<file path="config.mk">
export PLATFORM = sky130hd
export DESIGN_NAME = router_reg
export DESIGN_NICKNAME = d
export VERILOG_FILES = /design/src/rtl/router_reg.sv
export SDC_FILE = /design/constraint.sdc
export NUM_CORES = 1
export LEC_CHECK = 0
export ABC_CLOCK_PERIOD_IN_PS = 3100
export CAP_MARGIN = 30
export CORE_MARGIN = 5
export CORE_UTILIZATION = 47
export DETAILED_ROUTE_END_ITERATION = 7
export PLACE_DENSITY = 0.76
export SETUP_SLACK_MARGIN = 0.2
export SLEW_MARGIN = 20
export SYNTH_ARGS = -nofsm -noshare
export SYNTH_HDL_FRONTEND = slang
export SYNTH_SLANG_ARGS = --single-unit
</file>
<file path="constraint.sdc">
create_clock -name clock -period 3.1 [get_ports clock]
set_input_delay 0.62 -clock clock [delete_from_list [all_inputs] [get_ports clock]]
set_output_delay 0.62 -clock clock [all_outputs]
set_load 0.01 [all_outputs]
</file>
<file path="src/rtl/router_reg.sv">
// -----------------------------------------------------------------------------
// router_reg
//   Datapath register stage of the 1x3 packet router. It sits between the
//   router control FSM and the three output FIFOs. It:
//     - latches the header byte while the FSM decodes the address,
//     - forwards the header, payload and parity bytes to the FIFO write bus,
//     - parks a byte that arrives while the selected FIFO is full and
//       replays it when the FSM enters LOAD_AFTER_FULL,
//     - accumulates a running XOR parity over header and payload and flags a
//       mismatch against the received parity byte,
//     - reports packet end (low_pkt_valid) and parity delivery (parity_done).
//
//   Optional feature: define ROUTER_REG_PARITY_CHECK_EN to build the parity
//   checker (int_parity, pkt_parity, err). Without it, err is tied to 0.
//   parity_done and low_pkt_valid behave the same in both builds.
//
// Ports
//   clock        in   rising-edge clock
//   resetn       in   synchronous, active-low reset
//   pkt_valid    in   source byte valid; low on the parity byte
//   data_in      in   source byte (header, payload or parity)
//   fifo_full    in   full flag of the selected output FIFO
//   detect_add   in   FSM in DECODE_ADDRESS
//   lfd_state    in   FSM in LOAD_FIRST_DATA
//   ld_state     in   FSM in LOAD_DATA
//   laf_state    in   FSM in LOAD_AFTER_FULL
//   full_state   in   FSM in FIFO_FULL_STATE (observability only)
//   rst_int_reg  in   FSM in CHECK_PARITY_ERROR
//   dout         out  byte to FIFO write port
//   parity_done  out  parity byte has been delivered to dout
//   low_pkt_valid out pkt_valid fell while loading (packet end seen)
//   err          out  computed parity differs from received parity byte
//
// Handshake: there is no ready back to the source. A byte on data_in is
// consumed on a clock edge where ld_state is high; pkt_valid qualifies it as
// payload (high) or parity (low). fifo_full is the downstream back-pressure:
// a byte consumed while fifo_full is high is parked in hold_byte and is
// written out on the laf_state edge instead. The FSM guarantees that no
// second byte is consumed before that replay.
// -----------------------------------------------------------------------------
module router_reg #(
  parameter int DATA_WIDTH = 8
) (
  input  logic                  clock,
  input  logic                  resetn,
  input  logic                  pkt_valid,
  input  logic [DATA_WIDTH-1:0] data_in,
  input  logic                  fifo_full,
  input  logic                  detect_add,
  input  logic                  lfd_state,
  input  logic                  ld_state,
  input  logic                  laf_state,
  input  logic                  full_state,
  input  logic                  rst_int_reg,
  output logic [DATA_WIDTH-1:0] dout,
  output logic                  parity_done,
  output logic                  low_pkt_valid,
  output logic                  err
);

  logic [DATA_WIDTH-1:0] header_byte;
  logic [DATA_WIDTH-1:0] hold_byte;

  // full_state changes nothing here; it is a port only so checkers can see it.
  logic unused_full_state;
  assign unused_full_state = full_state;

  // Strobe decodes shared by several registers.
  logic capture_header;
  logic load_direct;
  logic load_parked;
  logic parity_byte;
  logic set_parity_done;

  assign capture_header  = detect_add && pkt_valid && (data_in[1:0] != 2'b11);
  assign load_direct     = ld_state && !fifo_full;
  assign load_parked     = ld_state && fifo_full;
  assign parity_byte     = ld_state && !pkt_valid;
  // The laf term covers the parity byte that was parked under fifo_full.
  assign set_parity_done = (load_direct && !pkt_valid) ||
                           (laf_state && low_pkt_valid && !parity_done);

  // Header and parked-byte registers.
  always_ff @(posedge clock) begin
    if (!resetn) begin
      header_byte <= '0;
      hold_byte   <= '0;
    end else begin
      if (capture_header) header_byte <= data_in;
      if (load_parked)    hold_byte   <= data_in;
    end
  end

  // FIFO write bus, highest-priority strobe first.
  always_ff @(posedge clock) begin
    if (!resetn) begin
      dout <= '0;
    end else if (lfd_state) begin
      dout <= header_byte;
    end else if (load_direct) begin
      dout <= data_in;
    end else if (laf_state) begin
      dout <= hold_byte;
    end
  end

  // Packet-end and parity-delivered flags.
  always_ff @(posedge clock) begin
    if (!resetn) begin
      low_pkt_valid <= 1'b0;
      parity_done   <= 1'b0;
    end else begin
      if (rst_int_reg)      low_pkt_valid <= 1'b0;
      else if (parity_byte) low_pkt_valid <= 1'b1;

      if (detect_add)           parity_done <= 1'b0;
      else if (set_parity_done) parity_done <= 1'b1;
    end
  end

`ifdef ROUTER_REG_PARITY_CHECK_EN
  logic [DATA_WIDTH-1:0] int_parity;
  logic [DATA_WIDTH-1:0] pkt_parity;

  // Payload bytes are accumulated on their single ld_state cycle, parked or
  // not, so the laf replay never adds a byte twice.
  always_ff @(posedge clock) begin
    if (!resetn) begin
      int_parity <= '0;
      pkt_parity <= '0;
      err        <= 1'b0;
    end else if (detect_add) begin
      int_parity <= '0;
      pkt_parity <= '0;
      err        <= 1'b0;
    end else begin
      if (lfd_state)                  int_parity <= int_parity ^ header_byte;
      else if (ld_state && pkt_valid) int_parity <= int_parity ^ data_in;

      if (parity_byte) pkt_parity <= data_in;

      // err holds once parity_done drops so it stays valid for the FSM.
      if (parity_done) err <= (int_parity != pkt_parity);
    end
  end
`else
  assign err = 1'b0;
`endif

endmodule
</file>
==> out/results.ini <==
[worst_setup_path]
cp_cell_sequence = clkdlybuf4s50_1 -> nor2b_4 -> o31a_2 -> a32o_1
arrival_ns = 2.25
crit_end = dout[0]$_SDFFE_PN0P_
crit_buf_inv = 1
slowest_delay_ns = 0.75
timing.rr.end = dout[7]$_SDFFE_PN0P_
r2r_slack_ns = 2.20
crit_path_start_kind = primary input
cp_slowest_cell = clkdlybuf4s50_1
r2r-start = hold_byte[7]$_SDFFE_PN0P_
worst-endpoint-required_ns = 3.33
cp_max_fo = 11
worst-path-stages = 4
cp_top_family = buffers and inverters
crit_type = primary input to register
crit_start = fifo_full
ff2ff_path_depth = 3
critPathCaptureType = register

[synthesis]
synth_warnings = 0
synthesis.area_um2 = 1271
ys_seq_area_share_pct = 40.94
ys_ff_latch = 26
synth.distinct_cells = 29
syn-num-nets = 155
netlist_instances = 137
syn_area_per_cell_um2 = 9.279

[power]
vdd_drop_max_mv = 0.3269
pwr-share-seq_pct = 50.3
power_leakage_nw = 0.5849
swShare_pct = 23.38
intPower_w = 0.0005466
p_sw_w = 0.0001668
p_comb_share_pct = 17.1
powerDensity_nw_per_um2 = 455.1
clock_power_share_pct = 32.6

[timing]
layout_worst_path_cycle_share_pct = 65.08
worst_pin_slew_ns = 0.5515
fin_crit_ns = 2.018
rsz0062_at_grt = false
slew_viol_final = 0
setup_viol = 0
max_freq_mhz = 495.7
setup_tns_ns = 0
fin_worst_skew_ns = 0.001063
hold_viol = 0
relSlewSlack_pct = 63.08

[drt]
wl_per_cell_um = 14.98
vias_per_cell = 5.656
drc = 0
first_pass_iters = 4
vias = 1069
drt_iter0_markers = 48
ant_nets = 0
wirelength_mm = 2.831

[status]
status = completed

[clock_network]
cts_resized = 0
cts_buffer_depth = 2
htreeDepth = 1
clk_pin_slew_ns = 0.14
cts_inserted_buffers = 3
root_buffer = clkbuf_4
cts_tree = done
hold_buffers = 0
post_cts_buffers = 0
clock_sinks = 26
clk_latency_ns = 0.32

[cells_and_area]
final_cell_count_no_fill = 189
finalNetCount = 178
area_delta_synth_final_pct = 23.33
fill_cells = 229
fin_area_um2 = 1568
num_antenna_cells = 0
drive_gt1_share_pct = 11.32

[placed_design]
placed_cells = 185
place_area_um2 = 1515
gp_congestion = 0.7468
place.port_buffers = 26
dp_hpwl_mm = 2.030

[global_routing]
overflow = 0
grt_max_degree = 21
grt_antenna_before_repair = 0
track_usage_pct = 16.60
grt_first_pass_wirelength_mm = 4.698
grt_pass1_vias = 1015

[floorplan]
dieArea_um2 = 3845
boundaryPins = 29
initial_core_util_pct = 50.40
rows = 18
dieWidth_um = 62.01
die_h_um = 62.01
core_area_um2 = 2522

[min_path]
hold_depth = 2
hp-class = register to register

[run]
timing.max_cap.violations = 0

==> final cells by class <==
type / count / area (um2) / area share, %
timing repair buffer: 29 / 282.8 / 18.04
multi-input combinational: 99 / 670.6 / 42.78
clock inverter: 1 / 30.03 / 1.915
sequential: 26 / 520.5 / 33.20
inverter: 1 / 3.754 / 0.2394
tap: 30 / 37.54 / 2.394
clock buffer: 3 / 22.52 / 1.437
==> cells in the final DEF (no fill, tap or decap), drive strengths merged <==
| cell type | count |
|---|---|
| a21boi | 16 |
| a21oi | 1 |
| a221oi | 1 |
| a32o | 8 |
| and2 | 1 |
| buf | 3 |
| bufinv | 1 |
| clkbuf | 3 |
| clkdlybuf4s50 | 26 |
| conb | 1 |
| dfxtp | 26 |
| inv | 1 |
| mux2i | 8 |
| nand2 | 10 |
| nand2b | 8 |
| nand3 | 8 |
| nand4b | 2 |
| nor2 | 16 |
| nor2b | 1 |
| nor3b | 2 |
| nor4b | 1 |
| o21ai | 8 |
| o31a | 1 |
| or3b | 6 |
==> cell usage after synthesis <==
library cell	count	area (um2)
dfxtp_1	26	520.5
nor2_1	16	60.06
a21boi_0	14	105.1
nand2_1	10	37.54
mux2i_1	8	80.08
nand2b_1	8	50.05
nand3_1	8	40.04
o21ai_0	8	40.04
a32o_1	5	50.05
clkbuf_1	4	15.01
or3b_2	4	35.03
a32o_2	3	33.78
a21boi_1	2	15.01
buf_2	2	10.01
buf_4	2	15.01
nand4b_1	2	17.52
nor3b_1	2	15.01
or3b_1	2	17.52
a21oi_1	1	5.000
a221oi_1	1	8.760
and2_4	1	8.760
buf_12	1	20.02
buf_6	1	11.26
clkbuf_2	1	5.000
conb_1	1	3.750
inv_1	1	3.750
nor2b_4	1	13.76
nor4b_4	1	23.77
o31a_2	1	10.01
==> through the flow <==
| stage | worst slack (ns) | power, W | hold WS (ns) | util (%) |
|---|---|---|---|---|
| floorplan | 1.575 | 0.0004376 | 0.4439 | - |
| global placement | 0.7501 | 0.0004846 | 0.4482 | 60.07 |
| detailed placement | 0.7516 | 0.0004886 | 0.4555 | 60.07 |
| CTS | 1.112 | 0.0007222 | 0.4753 | 62.15 |
| global route | 1.014 | 0.0007513 | 0.4909 | 62.15 |
| finish | 1.082 | 0.0007134 | 0.4751 | 62.15 |
==> layer usage <==
| metal | vias to the layer above | share of wire [%] | GRT usage [%] |
|---|---|---|---|
| met4 | 0 | 1.9 | 7.273 |
| met3 | 5 | 5.4 | 2.686 |
| met5 | - | 0 | 0 |
| met2 | 34 | 49 | 26.63 |
| met1 | 500 | 44 | 21.89 |
| li1 | 530 | - | - |
==> power groups by stage <==
| stage | Combinational, W | Sequential (W) | Clock [W] |
|---|---|---|---|
| 5_1_grt | 0.000134 | 0.000361 | 0.000256 |
| 3_5_place_dp | 0.000122 | 0.000366 | 0 |
| 3_3_place_gp | 0.000119 | 0.000366 | 0 |
| 6_report | 0.000122 | 0.000359 | 0.000232 |
| 2_1_floorplan | 0.0000689 | 0.000369 | 0 |
| 4_1_cts | 0.000123 | 0.000359 | 0.000240 |
==> how the worst min path moves through the flow <==
stage,start,end,slack [ns]
2_1_floorplan,hold_byte[4]$_SDFFE_PN0P_,hold_byte[4]$_SDFFE_PN0P_,0.44
3_3_place_gp,dout[0]$_SDFFE_PN0P_,dout[0]$_SDFFE_PN0P_,0.45
3_5_place_dp,dout[0]$_SDFFE_PN0P_,dout[0]$_SDFFE_PN0P_,0.46
4_1_cts,hold_byte[5]$_SDFFE_PN0P_,hold_byte[5]$_SDFFE_PN0P_,0.48
5_1_grt,hold_byte[5]$_SDFFE_PN0P_,hold_byte[5]$_SDFFE_PN0P_,0.49
6_report,hold_byte[5]$_SDFFE_PN0P_,hold_byte[5]$_SDFFE_PN0P_,0.48
==> worst reg2reg max path, cell delays in order (launching register included) <==
cell	delay (ns)
dfxtp_1	0.34
nor2_1	0.09
mux2i_1	0.09
a32o_2	0.28
==> kinds of logic after synthesis <==
kind of cell / count (synthesis) / share of synthesized area (%)
flops: 26 / 40.94
compound gates: 35 / 21.06
mux: 8 / 6.299
simple gates: 55 / 25.10
other cells: 1 / 0.2950
buf+inv: 12 / 6.298
==> state kept, by name (all words and copies together), names as in the netlist <==
name,flops
dout,8
header_byte,8
hold_byte,8
low_pkt_valid,1
parity_done,1
No activity file was read; power rests on OpenSTA's default activity.
